--- config.mk ---
export PLATFORM = sky130hd
export DESIGN_NAME = window_addr_gen
export DESIGN_NICKNAME = d
export VERILOG_FILES = /design/src/rtl/winaddr_pkg.sv /design/src/rtl/sample_quantizer.sv /design/src/rtl/window_addr_gen.sv
export SDC_FILE = /design/constraint.sdc
export NUM_CORES = 1
export LEC_CHECK = 0
export CAP_MARGIN = 20
export CELL_PAD_IN_SITES_DETAIL_PLACEMENT = 0
export CELL_PAD_IN_SITES_GLOBAL_PLACEMENT = 1
export CORE_MARGIN = 2
export CORE_UTILIZATION = 37
export DETAILED_ROUTE_END_ITERATION = 8
export PLACE_DENSITY_LB_ADDON = 0.1
export SLEW_MARGIN = 30
export SYNTH_ARGS = -nofsm -noshare
export SYNTH_HDL_FRONTEND = slang
export SYNTH_HIERARCHICAL = 1
export SYNTH_SLANG_ARGS = --single-unit
export TNS_END_PERCENT = 1
--- constraint.sdc ---
create_clock -name clk -period 2.2 [get_ports clk]
set_input_delay 0.66 -clock clk [delete_from_list [all_inputs] [get_ports clk]]
set_output_delay 0.66 -clock clk [all_outputs]
set_load 0.02 [all_outputs]
--- src/rtl/winaddr_pkg.sv ---
// Shared types and helpers for the window address generator.
// The quantize() helper serves both the truncating build and the
// WINADDR_ROUND_EN (round-to-nearest, saturating) build.
package winaddr_pkg;

    typedef enum logic {
        FILL = 1'b0,
        RUN  = 1'b1
    } state_t;

    localparam int WCOUNT_W = 16;

    // Top db bits of an sw-bit sample; with round_en, add the next bit down
    // and clamp so a round-up out of the top code sticks at the max address.
    function automatic logic [31:0] quantize(input logic [31:0] sample,
                                             input int          sw,
                                             input int          db,
                                             input bit          round_en);
        logic [31:0] topq;
        logic [31:0] maxq;
        maxq = (32'd1 << db) - 32'd1;
        topq = (sample >> (sw - db)) & maxq;
        if (round_en && (sw > db)) begin
            topq = topq + ((sample >> (sw - db - 1)) & 32'd1);
            if (topq > maxq) topq = maxq;
        end
        return topq;
    endfunction

endpackage

--- src/rtl/sample_quantizer.sv ---
// Combinational raw sample -> table address mapping.
// Build option: WINADDR_ROUND_EN selects round-to-nearest with saturation;
// otherwise the address is the plain truncated top bits of the sample.
module sample_quantizer
    import winaddr_pkg::*;
#(
    parameter int SAMPLEWIDTH = 8,
    parameter int DEPTHBITS   = 3
) (
    input  logic [SAMPLEWIDTH-1:0] s_data,
    output logic [DEPTHBITS-1:0]   q
);

    // Map the incoming sample to its address, rounding only in the rounded build.
    always_comb begin
`ifdef WINADDR_ROUND_EN
        q = DEPTHBITS'(quantize(32'(s_data), SAMPLEWIDTH, DEPTHBITS, 1'b1));
`else
        q = DEPTHBITS'(quantize(32'(s_data), SAMPLEWIDTH, DEPTHBITS, 1'b0));
`endif
    end

endmodule

--- src/rtl/window_addr_gen.sv ---
// Sliding window of quantized sample addresses feeding the 16-port lookup RAM.
// Tap 0 is the newest sample. A window is offered once TAPS samples are in,
// then every STRIDE accepts. The window is frozen while an offer is pending.
// Build option: WINADDR_ROUND_EN (see sample_quantizer) changes quantization only.
module window_addr_gen
    import winaddr_pkg::*;
#(
    parameter int SAMPLEWIDTH = 8,
    parameter int DEPTHBITS   = 3,
    parameter int TAPS        = 16,
    parameter int STRIDE      = 1
) (
    input  logic                      clk,
    input  logic                      rst_n,
    input  logic                      flush,
    input  logic                      s_valid,
    output logic                      s_ready,
    input  logic [SAMPLEWIDTH-1:0]    s_data,
    output logic                      w_valid,
    input  logic                      w_ready,
    output logic [TAPS*DEPTHBITS-1:0] w_addr,
    output logic [WCOUNT_W-1:0]       w_count
);

    localparam int CW = $clog2(TAPS + 1);

    state_t                          state_q, state_d;
    logic [CW-1:0]                   fill_q, fill_d;
    logic [CW-1:0]                   stride_q, stride_d;
    logic                            emit, w_valid_d;
    logic                            accept, take;
    logic [TAPS-1:0][DEPTHBITS-1:0]  win_q;
    logic [DEPTHBITS-1:0]            q;

    sample_quantizer #(
        .SAMPLEWIDTH (SAMPLEWIDTH),
        .DEPTHBITS   (DEPTHBITS)
    ) u_quant (
        .s_data (s_data),
        .q      (q)
    );

    // A pending window blocks new samples so w_addr cannot move under the consumer.
    assign s_ready = !flush && !(w_valid && !w_ready);
    assign accept  = s_valid && s_ready;
    assign take    = w_valid && w_ready;
    assign w_addr  = win_q;

    // Next state: fill counting, stride counting and window emission.
    always_comb begin
        state_d  = state_q;
        fill_d   = fill_q;
        stride_d = stride_q;
        emit     = 1'b0;
        if (flush) begin
            state_d  = FILL;
            fill_d   = '0;
            stride_d = '0;
        end else if (accept) begin
            case (state_q)
                FILL: begin
                    fill_d = fill_q + 1'b1;
                    if (fill_q == CW'(TAPS - 1)) begin
                        emit     = 1'b1;
                        stride_d = '0;
                        state_d  = RUN;
                    end
                end
                RUN: begin
                    if (stride_q == CW'(STRIDE - 1)) begin
                        stride_d = '0;
                        emit     = 1'b1;
                    end else begin
                        stride_d = stride_q + 1'b1;
                    end
                end
                default: state_d = FILL;
            endcase
        end
        // A same-cycle emit wins over the hand-off clear: back-to-back windows.
        if (flush)      w_valid_d = 1'b0;
        else if (emit)  w_valid_d = 1'b1;
        else if (take)  w_valid_d = 1'b0;
        else            w_valid_d = w_valid;
    end

    // FSM, counters and window-valid registers.
    always_ff @(posedge clk or negedge rst_n) begin
        if (!rst_n) begin
            state_q  <= FILL;
            fill_q   <= '0;
            stride_q <= '0;
            w_valid  <= 1'b0;
        end else begin
            state_q  <= state_d;
            fill_q   <= fill_d;
            stride_q <= stride_d;
            w_valid  <= w_valid_d;
        end
    end

    // Shift the newest address into tap 0 on every accepted sample.
    always_ff @(posedge clk or negedge rst_n) begin
        if (!rst_n)      win_q <= '0;
        else if (flush)  win_q <= '0;
        else if (accept) win_q <= {win_q[TAPS-2:0], q};
    end

    // Count completed hand-offs; wraps naturally and survives flush.
    always_ff @(posedge clk or negedge rst_n) begin
        if (!rst_n)    w_count <= '0;
        else if (take) w_count <= w_count + 1'b1;
    end

endmodule

==> impl_metrics.env <==
export IMPL_clkLatencyLatePin_ps=340
export IMPL_routed_wl_um=7330
export IMPL_finalCritPeriodShare=0.950
export IMPL_area_growth_pct=34.4
export IMPL_ys_types=32
export IMPL_wl_met1_um=3470
export IMPL_p_sw_uw=616
export IMPL_dp_cells=521
export IMPL_numCtsBuffers=9
export IMPL_vias_per_cell=4.87
export IMPL_synth_area_mm2=0.00328
export IMPL_ys_ff_latch=76
export IMPL_drt_iter0_drc=140
export IMPL_vias=2608
export IMPL_final_core_util=0.510
export IMPL_status="completed"
export IMPL_routed_top_layer="met4"
export IMPL_slew_viol_final=0
export IMPL_end_kind="output port"
export IMPL_postCtsSetupRepairBufs=0
export IMPL_drc=0
export IMPL_root_buffer="clkbuf_8"
export IMPL_cts_tree="built"
export IMPL_netlist_instances=348
export IMPL_finClkSkew_ps=10.1
export IMPL_die_w_um=98.1
export IMPL_initial_core_util=0.380
export IMPL_yosysWarnings=6
export IMPL_drive_gt1_frac=0.0935
export IMPL_critPathMaxStageDelay_ps=640
export IMPL_syn_nets=366
export IMPL_seqPwrFrac=0.524
export IMPL_worst_slew_pin_slew_ps=624
export IMPL_globalplace_congestion=0.755
export IMPL_met3WireLength_um=436
export IMPL_grt_antenna_before_repair=0
export IMPL_clockBufferDepth=2
export IMPL_worst_path_stages=1
export IMPL_p_comb_frac=0.063
export IMPL_syn_area_per_cell_um2=9.42
export IMPL_r2r_cells=7
export IMPL_setup_viol=0
export IMPL_clkPwrFrac=0.414
export IMPL_ant_nets=0
export IMPL_path_cells="clkdlybuf4s50_1"
export IMPL_leakagePower_uw=0.00188
export IMPL_synth_async_reset_ratio=1.00
export IMPL_cp_max_fo=6
export IMPL_stdcell_area_mm2=0.00440
export IMPL_core_rowCount=34
export IMPL_cp_slowest_cell="clkdlybuf4s50_1"
export IMPL_internal_power_uw=2090
export IMPL_ir_drop_mv=0.332
export IMPL_grt_overflow=0
export IMPL_grt_start_max_net_pins=60
export IMPL_dp_final_hpwl_um=4890
export IMPL_switching_share=0.227
export IMPL_dr_pass1_iters=6
export IMPL_io_buffer_count=73
export IMPL_top_level_ports=79
export IMPL_relSlewSlack=0.584
export IMPL_rsz0062_at_grt="no"
export IMPL_coreArea_mm2=0.00864
export IMPL_critical_path_top_delay_family="buffers and inverters"
export IMPL_synthTopCellsByArea="dfrtp_1, nand2_1, a21oi_1"
export IMPL_clkTransAtPathRegs_ps=80
export IMPL_fillers=851
export IMPL_crit_type="flop to output port"
export IMPL_cap_violations=0
export IMPL_nets=442
export IMPL_critical_path_buf_inv_count=1
export IMPL_yosys_area_top_type_share=0.580
export IMPL_synth_edff_count=0
export IMPL_min_delay_path_class="input port to asynchronous set/reset pin"
export IMPL_dpl_cell_area_mm2=0.00420
export IMPL_finalHoldViolCount=0
export IMPL_wl_met2_um=3360
export IMPL_htreeDepth=3
export IMPL_fmax_ghz=0.478
export IMPL_grt_pass1_vias=2505
export IMPL_final_cells=536
export IMPL_crit_path_start_kind="flop"
export IMPL_arrival_ps=1430
export IMPL_synth_largest_area_cell="dfrtp_1"
export IMPL_yosysSeqAreaShare=0.580
export IMPL_fin_crit_ps=2090
export IMPL_holdBufCountCts=0
export IMPL_cts_sinks=76
export IMPL_post_place_ws_ps=-416
export IMPL_tns_ps=0
export IMPL_track_usage=0.162
export IMPL_worst_ep_required_time_ps=1540
export IMPL_die_area_mm2=0.00963
export IMPL_n_antenna_cell=0
export IMPL_dominantRegCellSynth="dfrtp_1"
export IMPL_die_h_um=98.1
export IMPL_fin_ws_ps=110
export IMPL_p_per_area_mw_per_mm2=615
export IMPL_grt_pass1_wl_um=12400
export IMPL_wire_per_inst_um=13.7
==> per-stage QoR <==
stage                     power, uW  hold WS [ps]
after floorplan                1520           364
after CTS                      2750           172
after detailed placement       1620           467
after global placement         1620           462
final                          2710           186
after global routing           2840           177
==> cell families after synthesis <==
kind of cell               share of synthesized area
and+or+nand+nor                                0.213
adders and majority gates                     0.0191
xor gates and xnor gates                      0.0534
DFF                                            0.580
muxes                                        0.00305
AOI/OAI and AO/OA                             0.0939
buffers and inverters                         0.0378
==> what timing repair did <==
item                                    CTS  global route
pin swaps                                 0             0
endpoints found under the setup margin    1             1
gates resized for setup                   5             2
==> final cells by class <==
cell class              instances  area, um^2  share of cell area
clock inverters                 6        80.1              0.0182
repair buffers                 87         878               0.199
inverters                       6        22.5             0.00511
multi-input cells             244        1260               0.287
well taps                     108         135              0.0307
clock buffers                   9         124              0.0281
flip-flops and latches         76        1900               0.432
==> flip-flops by register name, indices dropped and copies added, names as in the netlist <==
signal / flops
stride_q: 5
w_valid: 1
w_count: 16
w_addr: 48
state_q: 1
fill_q: 5
==> worst paths after layout <==
check                      slack [ps]           to        start
max                               110   w_count[6]   w_count[6]
min                               190   w_count[2]        rst_n
max reg2reg                       460  stride_q[3]    fill_q[0]
min reg2reg                       480  w_count[15]  w_count[15]
max in group asynchronous        1420   w_addr[43]        rst_n
min in group clk                  480  w_count[15]  w_count[15]
==> cell usage in the layout, fill, tap and decap left out, drive strengths merged <==
master	n
a21oi	53
and2	1
and2b	1
and3	3
buf	17
bufinv	2
clkbuf	9
clkdlybuf4s50	69
clkinv	4
dfrtp	76
dlymetal6s2s	1
ha	5
inv	6
mux2i	1
nand2	110
nand2b	2
nand3	6
nand4	9
nor2	14
nor2b	2
nor3	3
nor4	4
o211ai	1
o21a	1
o21ai	4
o21bai	1
or2	2
or4b	1
xnor2	11
xor2	9
==> power groups by stage <==
stage | Combinational (uW) | Sequential [uW] | Clock, uW
2_1_floorplan | 66.7 | 1460 | 0
3_3_place_gp | 174 | 1450 | 0
3_5_place_dp | 175 | 1450 | 0
4_1_cts | 174 | 1420 | 1160
5_1_grt | 188 | 1420 | 1230
6_report | 169 | 1420 | 1120
==> cell usage after synthesis, types with 2 or more instances <==
master	instances
dfrtp_1	76
nand2b_1	2
buf_2	6
nor2_1	13
xor2_1	9
nand4_1	7
nand2_1	110
xnor2_1	11
buf_4	3
nor2b_1	2
nor4_1	3
nand3_1	6
a21oi_1	53
inv_1	6
nor3_1	3
ha_1	5
and3_1	3
nand4_2	2
o21ai_0	3
clkbuf_1	13
==> layer usage <==
layer | up-vias | track usage
met5 | - | 0
met4 | 0 | 0.0577
met3 | 6 | 0.0573
met2 | 55 | 0.238
met1 | 1263 | 0.222
li1 | 1284 | -
Note: power is estimated with default switching activity, not from simulation.
